==> config.mk <==
export PLATFORM = sky130hd
export DESIGN_NAME = sisc_ctrl_fsm
export DESIGN_NICKNAME = d
export VERILOG_FILES = /design/src/rtl/sisc_ctrl_fsm.sv
export SDC_FILE = /design/constraint.sdc
export NUM_CORES = 1
export LEC_CHECK = 0
export ABC_CLOCK_PERIOD_IN_PS = 2700
export CAP_MARGIN = 0
export CORE_AREA = 2 2 46 48
export CTS_CLUSTER_DIAMETER = 150
export DETAILED_ROUTE_END_ITERATION = 16
export DIE_AREA = 0 0 48 50
export PLACE_DENSITY = 0.73
export REMOVE_ABC_BUFFERS = 1
export SYNTH_ARGS = -nofsm -noshare
export SYNTH_HDL_FRONTEND = slang
export SYNTH_SLANG_ARGS = --single-unit
==> constraint.sdc <==
create_clock -name clk -period 2.7 [get_ports clk]
set_input_delay 0.81 -clock clk [delete_from_list [all_inputs] [get_ports clk]]
set_output_delay 0.81 -clock clk [all_outputs]
set_load 0.1 [all_outputs]
==> src/rtl/sisc_ctrl_fsm.sv <==
// -----------------------------------------------------------------------------
// sisc_ctrl_fsm
//
// Multi-cycle control sequencer for the SISC datapath. It steps through
// START0/START1/FETCH/DECODE/EXECUTE/MEM/WRITEBACK and drives the instruction
// register, PC, ALU, register file and data-memory controls. The opcode is
// latched at DECODE and all later decisions use that copy. Memory accesses
// wait on a mem_rdy handshake, guarded by a timeout that raises a sticky fault
// and parks the FSM in HALT. HALT is left only by a resume pulse or by reset.
//
// Opcode map (low 4 bits):
//   0 NOOP   1 LOD   2 STR   3 SWP   4 BRA   5 BRR   6 BNE   7 BNR
//   8 ALU    9..14 unassigned (run as NOOP)    15 HLT
// An opcode with any bit set above bit 3 is illegal.
//
// Build option:
//   ILLEGAL_OP_TRAP_EN  when defined, an illegal opcode seen at DECODE sends
//                       the FSM to HALT and sets fault instead of executing
//                       it as a NOOP.
//
// Parameters:
//   OPCODE_W     opcode width (>= 4)
//   STAT_W       ALU status width, bit0 = Z, then N, C, V
//   MM_W         mode/mask width, mm[MM_W-1] = immediate addressing
//   MEM_TIMEOUT  MEM cycles without mem_rdy before a fault (>= 1)
//
// Ports:
//   clk       in   system clock, rising edge
//   rst_f     in   synchronous active-high reset
//   opcode    in   opcode field from the instruction register
//   mm        in   mode/mask field from the instruction register
//   stat      in   registered ALU status flags
//   mem_rdy   in   data memory completion strobe
//   resume    in   leave HALT (one-cycle pulse)
//   ir_load   out  load instruction register
//   pc_write  out  update PC
//   pc_sel    out  0 = PC+1, 1 = branch target
//   br_sel    out  0 = absolute target, 1 = relative target
//   alu_op    out  00 pass, 01 reg-reg, 10 reg-imm, 11 address calc
//   rf_we     out  register file write enable
//   wb_sel    out  0 = ALU result, 1 = memory data
//   mem_req   out  memory access request
//   mem_we    out  memory write
//   halted    out  FSM is in HALT
//   fault     out  sticky fault flag, cleared only by reset
//   state_o   out  present state encoding
// -----------------------------------------------------------------------------
module sisc_ctrl_fsm #(
    parameter int OPCODE_W    = 4,
    parameter int STAT_W      = 4,
    parameter int MM_W        = 4,
    parameter int MEM_TIMEOUT = 15
) (
    input  logic                clk,
    input  logic                rst_f,
    input  logic [OPCODE_W-1:0] opcode,
    input  logic [MM_W-1:0]     mm,
    input  logic [STAT_W-1:0]   stat,
    input  logic                mem_rdy,
    input  logic                resume,
    output logic                ir_load,
    output logic                pc_write,
    output logic                pc_sel,
    output logic                br_sel,
    output logic [1:0]          alu_op,
    output logic                rf_we,
    output logic                wb_sel,
    output logic                mem_req,
    output logic                mem_we,
    output logic                halted,
    output logic                fault,
    output logic [2:0]          state_o
);

    // -------------------------------------------------------------------------
    // Encodings
    // -------------------------------------------------------------------------
    typedef enum logic [2:0] {
        S_START0    = 3'd0,
        S_START1    = 3'd1,
        S_FETCH     = 3'd2,
        S_DECODE    = 3'd3,
        S_EXECUTE   = 3'd4,
        S_MEM       = 3'd5,
        S_WRITEBACK = 3'd6,
        S_HALT      = 3'd7
    } state_t;

    localparam logic [3:0] OP_NOOP = 4'd0;
    localparam logic [3:0] OP_LOD  = 4'd1;
    localparam logic [3:0] OP_STR  = 4'd2;
    localparam logic [3:0] OP_SWP  = 4'd3;
    localparam logic [3:0] OP_BRA  = 4'd4;
    localparam logic [3:0] OP_BRR  = 4'd5;
    localparam logic [3:0] OP_BNE  = 4'd6;
    localparam logic [3:0] OP_BNR  = 4'd7;
    localparam logic [3:0] OP_ALU  = 4'd8;
    localparam logic [3:0] OP_HLT  = 4'd15;

    localparam logic [1:0] ALU_PASS = 2'b00;
    localparam logic [1:0] ALU_REG  = 2'b01;
    localparam logic [1:0] ALU_IMM  = 2'b10;
    localparam logic [1:0] ALU_ADDR = 2'b11;

    // Counter holds the number of MEM cycles already spent without mem_rdy,
    // so it never needs to represent MEM_TIMEOUT itself.
    localparam int               CNT_W    = $clog2(MEM_TIMEOUT + 1);
    localparam logic [CNT_W-1:0] TMO_LAST = CNT_W'(MEM_TIMEOUT - 1);

    // -------------------------------------------------------------------------
    // State and datapath registers
    // -------------------------------------------------------------------------
    state_t              state;
    state_t              state_nxt;
    logic [OPCODE_W-1:0] op_q;
    logic [CNT_W-1:0]    tmo_cnt;
    logic                fault_q;

    // -------------------------------------------------------------------------
    // Opcode splitting: only the low nibble is decoded, anything above it
    // marks the opcode illegal.
    // -------------------------------------------------------------------------
    logic [3:0] op_lo;
    logic [3:0] opq_lo;
    logic       op_hi_nz;
    logic       opq_hi_nz;

    assign op_lo  = opcode[3:0];
    assign opq_lo = op_q[3:0];

    generate
        if (OPCODE_W > 4) begin : g_wide_op
            assign op_hi_nz  = |opcode[OPCODE_W-1:4];
            assign opq_hi_nz = |op_q[OPCODE_W-1:4];
        end else begin : g_narrow_op
            assign op_hi_nz  = 1'b0;
            assign opq_hi_nz = 1'b0;
        end
    endgenerate

    // Opcode actually executed: an illegal wide opcode degrades to NOOP.
    // With the trap enabled such an opcode never reaches EXECUTE at all.
    logic [3:0] exec_op;
    assign exec_op = opq_hi_nz ? OP_NOOP : opq_lo;

    logic is_lod, is_str, is_swp, is_alu, is_mem, is_branch, is_rel, is_pos;
    assign is_lod    = (exec_op == OP_LOD);
    assign is_str    = (exec_op == OP_STR);
    assign is_swp    = (exec_op == OP_SWP);
    assign is_alu    = (exec_op == OP_ALU);
    assign is_mem    = is_lod || is_str || is_swp;
    assign is_branch = (exec_op == OP_BRA) || (exec_op == OP_BRR) ||
                       (exec_op == OP_BNE) || (exec_op == OP_BNR);
    assign is_rel    = (exec_op == OP_BRR) || (exec_op == OP_BNR);
    // BRA/BRR branch when a masked flag is set, BNE/BNR when none is.
    assign is_pos    = (exec_op == OP_BRA) || (exec_op == OP_BRR);

    // -------------------------------------------------------------------------
    // Branch condition: mm selects which status flags are tested. A narrow
    // mm is zero-extended so the extra flags are simply never selected.
    // -------------------------------------------------------------------------
    logic [STAT_W-1:0] br_mask;

    generate
        if (MM_W >= STAT_W) begin : g_mask_trunc
            assign br_mask = mm[STAT_W-1:0];
        end else begin : g_mask_ext
            assign br_mask = {{(STAT_W - MM_W){1'b0}}, mm};
        end
    endgenerate

    logic br_hit;
    logic br_taken;
    assign br_hit   = |(stat & br_mask);
    assign br_taken = is_pos ? br_hit : !br_hit;

    // -------------------------------------------------------------------------
    // Memory timeout: fires on the MEM cycle that would be the MEM_TIMEOUT-th
    // miss. A mem_rdy on that same cycle completes the access instead.
    // -------------------------------------------------------------------------
    logic tmo_hit;
    assign tmo_hit = (state == S_MEM) && !mem_rdy && (tmo_cnt == TMO_LAST);

    // -------------------------------------------------------------------------
    // DECODE-time halt decision and optional illegal-opcode trap
    // -------------------------------------------------------------------------
    logic dec_halt;
    logic trap_fault;

`ifdef ILLEGAL_OP_TRAP_EN
    logic dec_illegal;
    assign dec_illegal = op_hi_nz || ((op_lo >= 4'd9) && (op_lo <= 4'd14));
    assign dec_halt    = dec_illegal || (op_lo == OP_HLT);
    assign trap_fault  = (state == S_DECODE) && dec_illegal;
`else
    assign dec_halt    = !op_hi_nz && (op_lo == OP_HLT);
    assign trap_fault  = 1'b0;
`endif

    // -------------------------------------------------------------------------
    // Process 1: state register
    // -------------------------------------------------------------------------
    // NOTE: sequential state is written with non-blocking assignments so every
    // register samples the values from before the edge, independent of the
    // order in which the always_ff blocks are evaluated.
    always_ff @(posedge clk) begin : p_state
        if (rst_f) begin
            state <= S_START1;
        end else begin
            state <= state_nxt;
        end
    end

    // Latched opcode, timeout counter and sticky fault.
    always_ff @(posedge clk) begin : p_regs
        if (rst_f) begin
            op_q    <= '0;
            tmo_cnt <= '0;
            fault_q <= 1'b0;
        end else begin
            if (state == S_DECODE) begin
                op_q <= opcode;
            end

            // Counts only consecutive misses inside MEM; any exit clears it.
            if ((state == S_MEM) && !mem_rdy && !tmo_hit) begin
                tmo_cnt <= tmo_cnt + 1'b1;
            end else begin
                tmo_cnt <= '0;
            end

            if (tmo_hit || trap_fault) begin
                fault_q <= 1'b1;
            end
        end
    end

    // -------------------------------------------------------------------------
    // Process 2: next-state logic
    // -------------------------------------------------------------------------
    always_comb begin : p_next
        // NOTE: a default before the case keeps every path assigned, so no
        // latch is inferred for a state the case does not mention.
        state_nxt = state;
        case (state)
            S_START0:  state_nxt = S_START1;
            S_START1:  state_nxt = S_FETCH;
            S_FETCH:   state_nxt = S_DECODE;
            S_DECODE:  state_nxt = dec_halt ? S_HALT : S_EXECUTE;
            S_EXECUTE: begin
                if (is_mem) begin
                    state_nxt = S_MEM;
                end else if (is_alu) begin
                    state_nxt = S_WRITEBACK;
                end else begin
                    state_nxt = S_FETCH;
                end
            end
            S_MEM: begin
                if (mem_rdy) begin
                    state_nxt = is_str ? S_FETCH : S_WRITEBACK;
                end else if (tmo_hit) begin
                    state_nxt = S_HALT;
                end
            end
            S_WRITEBACK: state_nxt = S_FETCH;
            S_HALT: begin
                if (resume) begin
                    state_nxt = S_FETCH;
                end
            end
            default: state_nxt = S_START1;
        endcase
    end

    // -------------------------------------------------------------------------
    // Process 3: output decode from present state and latched opcode
    // -------------------------------------------------------------------------
    always_comb begin : p_outputs
        ir_load  = 1'b0;
        pc_write = 1'b0;
        pc_sel   = 1'b0;
        br_sel   = 1'b0;
        alu_op   = ALU_PASS;
        rf_we    = 1'b0;
        wb_sel   = 1'b0;
        mem_req  = 1'b0;
        mem_we   = 1'b0;
        halted   = 1'b0;
        case (state)
            S_FETCH: begin
                ir_load  = 1'b1;
                pc_write = 1'b1;
                pc_sel   = 1'b0;
            end
            S_EXECUTE: begin
                if (is_alu) begin
                    alu_op = mm[MM_W-1] ? ALU_IMM : ALU_REG;
                end else if (is_mem) begin
                    alu_op = ALU_ADDR;
                end else if (is_branch && br_taken) begin
                    pc_write = 1'b1;
                    pc_sel   = 1'b1;
                    br_sel   = is_rel;
                end
            end
            S_MEM: begin
                mem_req = 1'b1;
                mem_we  = is_str;
            end
            S_WRITEBACK: begin
                rf_we  = 1'b1;
                wb_sel = is_lod || is_swp;
            end
            S_HALT: begin
                halted = 1'b1;
            end
            default: ;
        endcase
    end

    assign fault   = fault_q;
    assign state_o = state;

endmodule
---- After elaboration in Yosys (flattened, before gate mapping) ----
Cells that the tools add are included.
word-level totals
  register bits ........................... 12
  latch bits .............................. 0
  RAM bits ................................ 0
  bits in read-only memories .............. 0
  output and inout bits ................... 15
  memories ................................ 0
cells by class
  $add $sub $neg .......................... 1
  multiply operators ...................... 0
  divide/modulo/power cells ............... 0
  $lt $le $gt $ge ......................... 0
  equality and inequality tests ........... 19
  shift-type cells ........................ 0
  multiplexer cells ....................... 28
  bitwise logic cells ..................... 2
  reduce and logical (&&, ||, !) cells .... 19
operators by type and width
  operator                                             count
  one-hot mux 3 bit (7 select lines)                   1
  2-to-1 mux 3 bit                                     6
  equality test 4 x 3 -> 1 bit, second input constant  4
  2-to-1 mux 1 bit                                     15
  equality test 3 bit, second input constant           4
  equality test 4 bit, second input constant           3
  2-to-1 mux 2 bit                                     5
  equality test 4 x 2 -> 1 bit, second input constant  2
  logical OR 1 bit                                     7
  equality test 3 x 2 -> 1 bit, second input constant  2
  adder 4 x 1 -> 4 bit, second input constant          1
  bitwise AND 4 bit                                    1
  equality test 4 x 1 -> 1 bit, second input constant  1
  logical AND 1 bit                                    4
  OR reduction 2 bit                                   2
  OR reduction 4 bit                                   1
  equality test 3 x 1 -> 1 bit, second input constant  1
  zero test 1 bit                                      3
  zero test 3 bit                                      1
  inequality test 3 bit, second input constant         1
  inequality test 2 bit, second input constant         1
  one-hot mux 1 bit (2 select lines)                   1
  AND reduction 2 bit                                  1
  inverter 1 bit                                       1

---- Depth between registers and ports, before layout ----
  depth in word-level cells ............... 9
  depth in mapped cells ................... 6

---- Worst setup path before layout ----
No wires, ideal clock.
  path kind ............................... reg-to-output
  from .................................... register state[1], in the netlist state_o[1]
  to ...................................... output port pc_write
  data arrival time ....................... 4.461 ns
  data required time ...................... 1.890 ns
  path slack .............................. -2.571 ns
  cell stages (with the launch flop) ...... 4
  path buffers ............................ 1
  cell sequence ........................... dfxtp_1 -> buf_2 -> nor3b_1 -> or2_1
between the ends
  cells in the longest elaborated chain, start to end .. 2
  elaborated cells between the ends (all ways) .. 3
  those cells by class .................... 2 x eq/ne; 1 x mux
RTL lines
  element                                                                     line  text
  from (decl)                                                                 113   state_t state;
  from (signal assigned)                                                      210   state <= state_nxt;
  equality test 3 bit / equality test 3 x 2 -> 1 bit (equally long branches)  290   case (state)
  one-hot mux 1 bit (2 select lines) (*)                                      290
  to (decl)                                                                   62    output logic pc_write,
Every way passes the cells marked *; elsewhere a longest branch is shown, timed or not.

---- Worst setup path after layout ----
  from .................................... input port stat[1]
  to ...................................... output port br_sel
between the ends
  cells in the longest elaborated chain, start to end .. 9
RTL lines
  element                 line  text
  from (decl)             58    input logic [STAT_W-1:0] stat,
  bitwise AND 4 bit (*)   174   assign br_hit = |(stat & br_mask);
  OR reduction 4 bit (*)  174
  zero test 1 bit         175   assign br_taken = is_pos ? br_hit : !br_hit;
  2-to-1 mux 1 bit (*)    175
  logical AND 1 bit (*)   301   end else if (is_branch && br_taken) begin
  2-to-1 mux 1 bit (*)    301
  2-to-1 mux 1 bit (*)    299   end else if (is_mem) begin
  2-to-1 mux 1 bit (*)    297   if (is_alu) begin
  2-to-1 mux 1 bit (*)    290
  to (decl)               64    output logic br_sel,
Marks and branches as above.

==> results.toml <==
[status]
status = "finished with violations"
failed_checks = "negative setup slack"

[routing]
vias = 727
wl_per_cell_um = 10.9
avgViaCountPerCell = 5.01
antenna_left = 0
drcViolationCount = 0
drt_pass1_iterations = 2
drtIter0Drc = 2
drt-total-wl_um = 1580

[floorplanning]
ioPinCount = 31
die-area_um2 = 2400
chipWidth_um = 48
fp.dieH_um = 50
rows = 16
core_region_area_um2 = 1900
initial_core_util = 0.377

[finish]
post-route-util = 0.609
drive_above_1_share = 0.297
n_antenna_cell = 0
fillCellCount = 183
layout.nets = 138
area.growth.synth_to_final_pct = 61.6

[placed_design]
io_buffers = 30
pre_cts_slack_ps = -431
hpwl_um = 1370
gp_congestion = 0.764

[grt]
grt_overflow = 0
grt_pass1_vias = 607
antenna_found_initial = 0
grt_max_degree = 12
grtUsageTotal = 0.138
grt_first_pass_wirelength_um = 2460

[clock_network]
clockBufferDepth = 2
cts_root_buffer = "clkbuf_4"
clock_sinks = 12
clock_latency_ps = 260
cts_tree = "done"
cts_buffers = 3
htreeDepth = 1
clk_pin_slew_worst_paths_ps = 60

[setup_path]
crit_required_ps = 1890
crit_type = "in2out"
reg2reg_depth = 4
critPathLaunch = "stat[1]"
cp_num_cells = 6
cp_max_fo = 3
slowest_delay_ps = 240
worst_setup_path_end_kind = "output pin"
crit_arrival_ps = 1900
rr_startpoint = "state_o[0]"
critPathTopFamily = "simple AND/OR/NAND/NOR gates"
start_kind = "input pin"
crit_buf_inv = 2
crit_chain = "buf_6 > a22o_1 > o21ai_1 > nor3b_4 > and3b_2 > buf_12"
cp_slowest_cell = "a22o_1"

[min_path]
min_path_cells = 1
hold_class = "reg2reg"
min_from = "tmo_cnt[0]"

[sta]
final.min_clock_period_ps = 2710
fin_crit_sh = 1.00
tightestPinTransition_ps = 438
worst_slack_ps = -9.71
setup-violations-final = 1
max_slew_margin = 0.707
hold_viol = 0
fin_skew_ps = 5.10
slew_violations = 0
rsz0062_at_grt = "true"
fmax_mhz = 369

[power]
p_leak_nw = 0.500
power_density_nw_per_um2 = 596
ir_drop_uv = 335

[logic_synthesis]
ys_seq_area_frac = 0.335
yosys-top-cells-area = "dfxtp_1, nor2_1, mux2i_1"
synth_top_area_frac = 0.335
yosysTopAreaCell = "dfxtp_1"
syn_area_per_cell_um2 = 8.34
ys_warn_count = 0
synth_area_um2 = 717
synthCells = 86
yosysUniqueCellTypes = 34
ys_ff_latch = 12

[flow_run]
drv_cap = 0
-- cells in the final DEF, fill, tap and decap left out, types with 2 or more instances in the layout --
cell	n
and3_1	3
a22o_1	2
nand2_1	4
or2_1	2
inv_1	2
ha_1	2
buf_4	8
dfxtp_1	12
nand3_1	3
nand3b_1	3
nor2_1	15
a21oi_1	5
buf_2	6
mux2i_1	5
clkdlybuf4s50_1	7
nor3_1	3
buf_6	2
clkbuf_4	3
buf_12	11
-- through the flow --
stage | std cells | hold slack (ps) | area, um2 | setup TNS [ps] | total power, W
2_1_floorplan | 81 | 430 | 687 | -11860 | 0.000475
3_5_place_dp | 141 | 455 | 1140 | -1070 | 0.000598
5_1_grt | 145 | 502 | 1160 | -91.6 | 0.000732
4_1_cts | 145 | 470 | 1150 | -21.4 | 0.000698
6_report | 145 | 463 | 1160 | -9.71 | 0.000691
3_3_place_gp | 141 | 445 | 1140 | -1020 | 0.000593
-- layout make-up --
cell class | instances | area, um2 | area share
clock buffers | 3 | 22.5 | 0.0194
flip-flops and latches | 12 | 240 | 0.207
inverters | 2 | 7.51 | 0.00648
well taps | 27 | 33.8 | 0.0292
multi-input cells | 67 | 452 | 0.390
repair buffers | 34 | 403 | 0.348
-- worst reg2reg max path: stages, from the launching register on --
cell     delay (ps)
dfxtp_1         510
nand2_1         180
nor4_2          350
nand2_1         170
nor2_1          130
-- flip-flops by register name (all words and copies together), names as in the netlist --
signal   cells
state_o      3
tmo_cnt      4
fault        1
exec_op      4
-- path summary, 6_finish.rpt --
path / to / slack [ps]
hold / removal: tmo_cnt[0] / 460
hold reg to reg: tmo_cnt[0] / 460
setup / recovery: br_sel / -10
setup reg to reg: tmo_cnt[3] / 1310
-- power breakdown --
group	switching, W	internal (W)	leakage, nW
logic	0.000234	0.000130	0.388
registers	0.0000301	0.000196	0.0979
clock network	0.0000495	0.0000514	0.0138
total	0.000314	0.000377	0.500
-- timing repair --
action / 4_1_cts / 5_1_grt
pin swaps: 5 / 4
hold buffers: 0 / 0
hold endpoints to repair: 0 / 0
setup endpoints to repair: 5 / 2
resized for setup: 29 / 2
cloned: 0 / 0
buffers inserted: 1 / 0
-- synthesized netlist by cell type --
cell       number
o21a_1          1
a2bb2oi_1       1
a21oi_1         5
inv_1           2
nor3b_1         1
nor3b_2         1
o21ai_0         1
a21boi_0        1
nor3_1          4
nor2_1         15
or3b_1          1
nand2_1         4
nand3_1         3
o21bai_1        1
and4_1          1
xnor2_1         1
a22o_1          2
nand4b_1        1
ha_1            2
buf_6           1
buf_1           1
dfxtp_1        12
and3_1          3
or2_1           2
nor4_2          1
and3b_1         2
buf_2           3
o2111ai_1       1
nand3b_1        3
mux2i_1         5
nor2_2          1
o221ai_1        1
and2b_1         1
xor2_1          1
-- cell families (layout without fill, tap and decap cells) --
group,Yosys count,after routing,synth area share
AND/OR/NAND/NOR,44,44,0.349
AO/OA/AOI/OAI,14,14,0.134
flip-flops,12,12,0.335
buffers and inverters,7,39,0.0523
multiplexers,5,5,0.0698
adder cells (fa/ha/maj),2,2,0.0349
XOR/XNOR,2,2,0.0244
-- metal layers --
metal  GRT usage  routed length, um  vias up
li1            -                  -      371
met1       0.159                666      329
met2       0.247                790       25
met3      0.0110                103        2
met4      0.0541                 19        0
met5           0                  0        -
No activity file was read; power rests on OpenSTA's default activity.
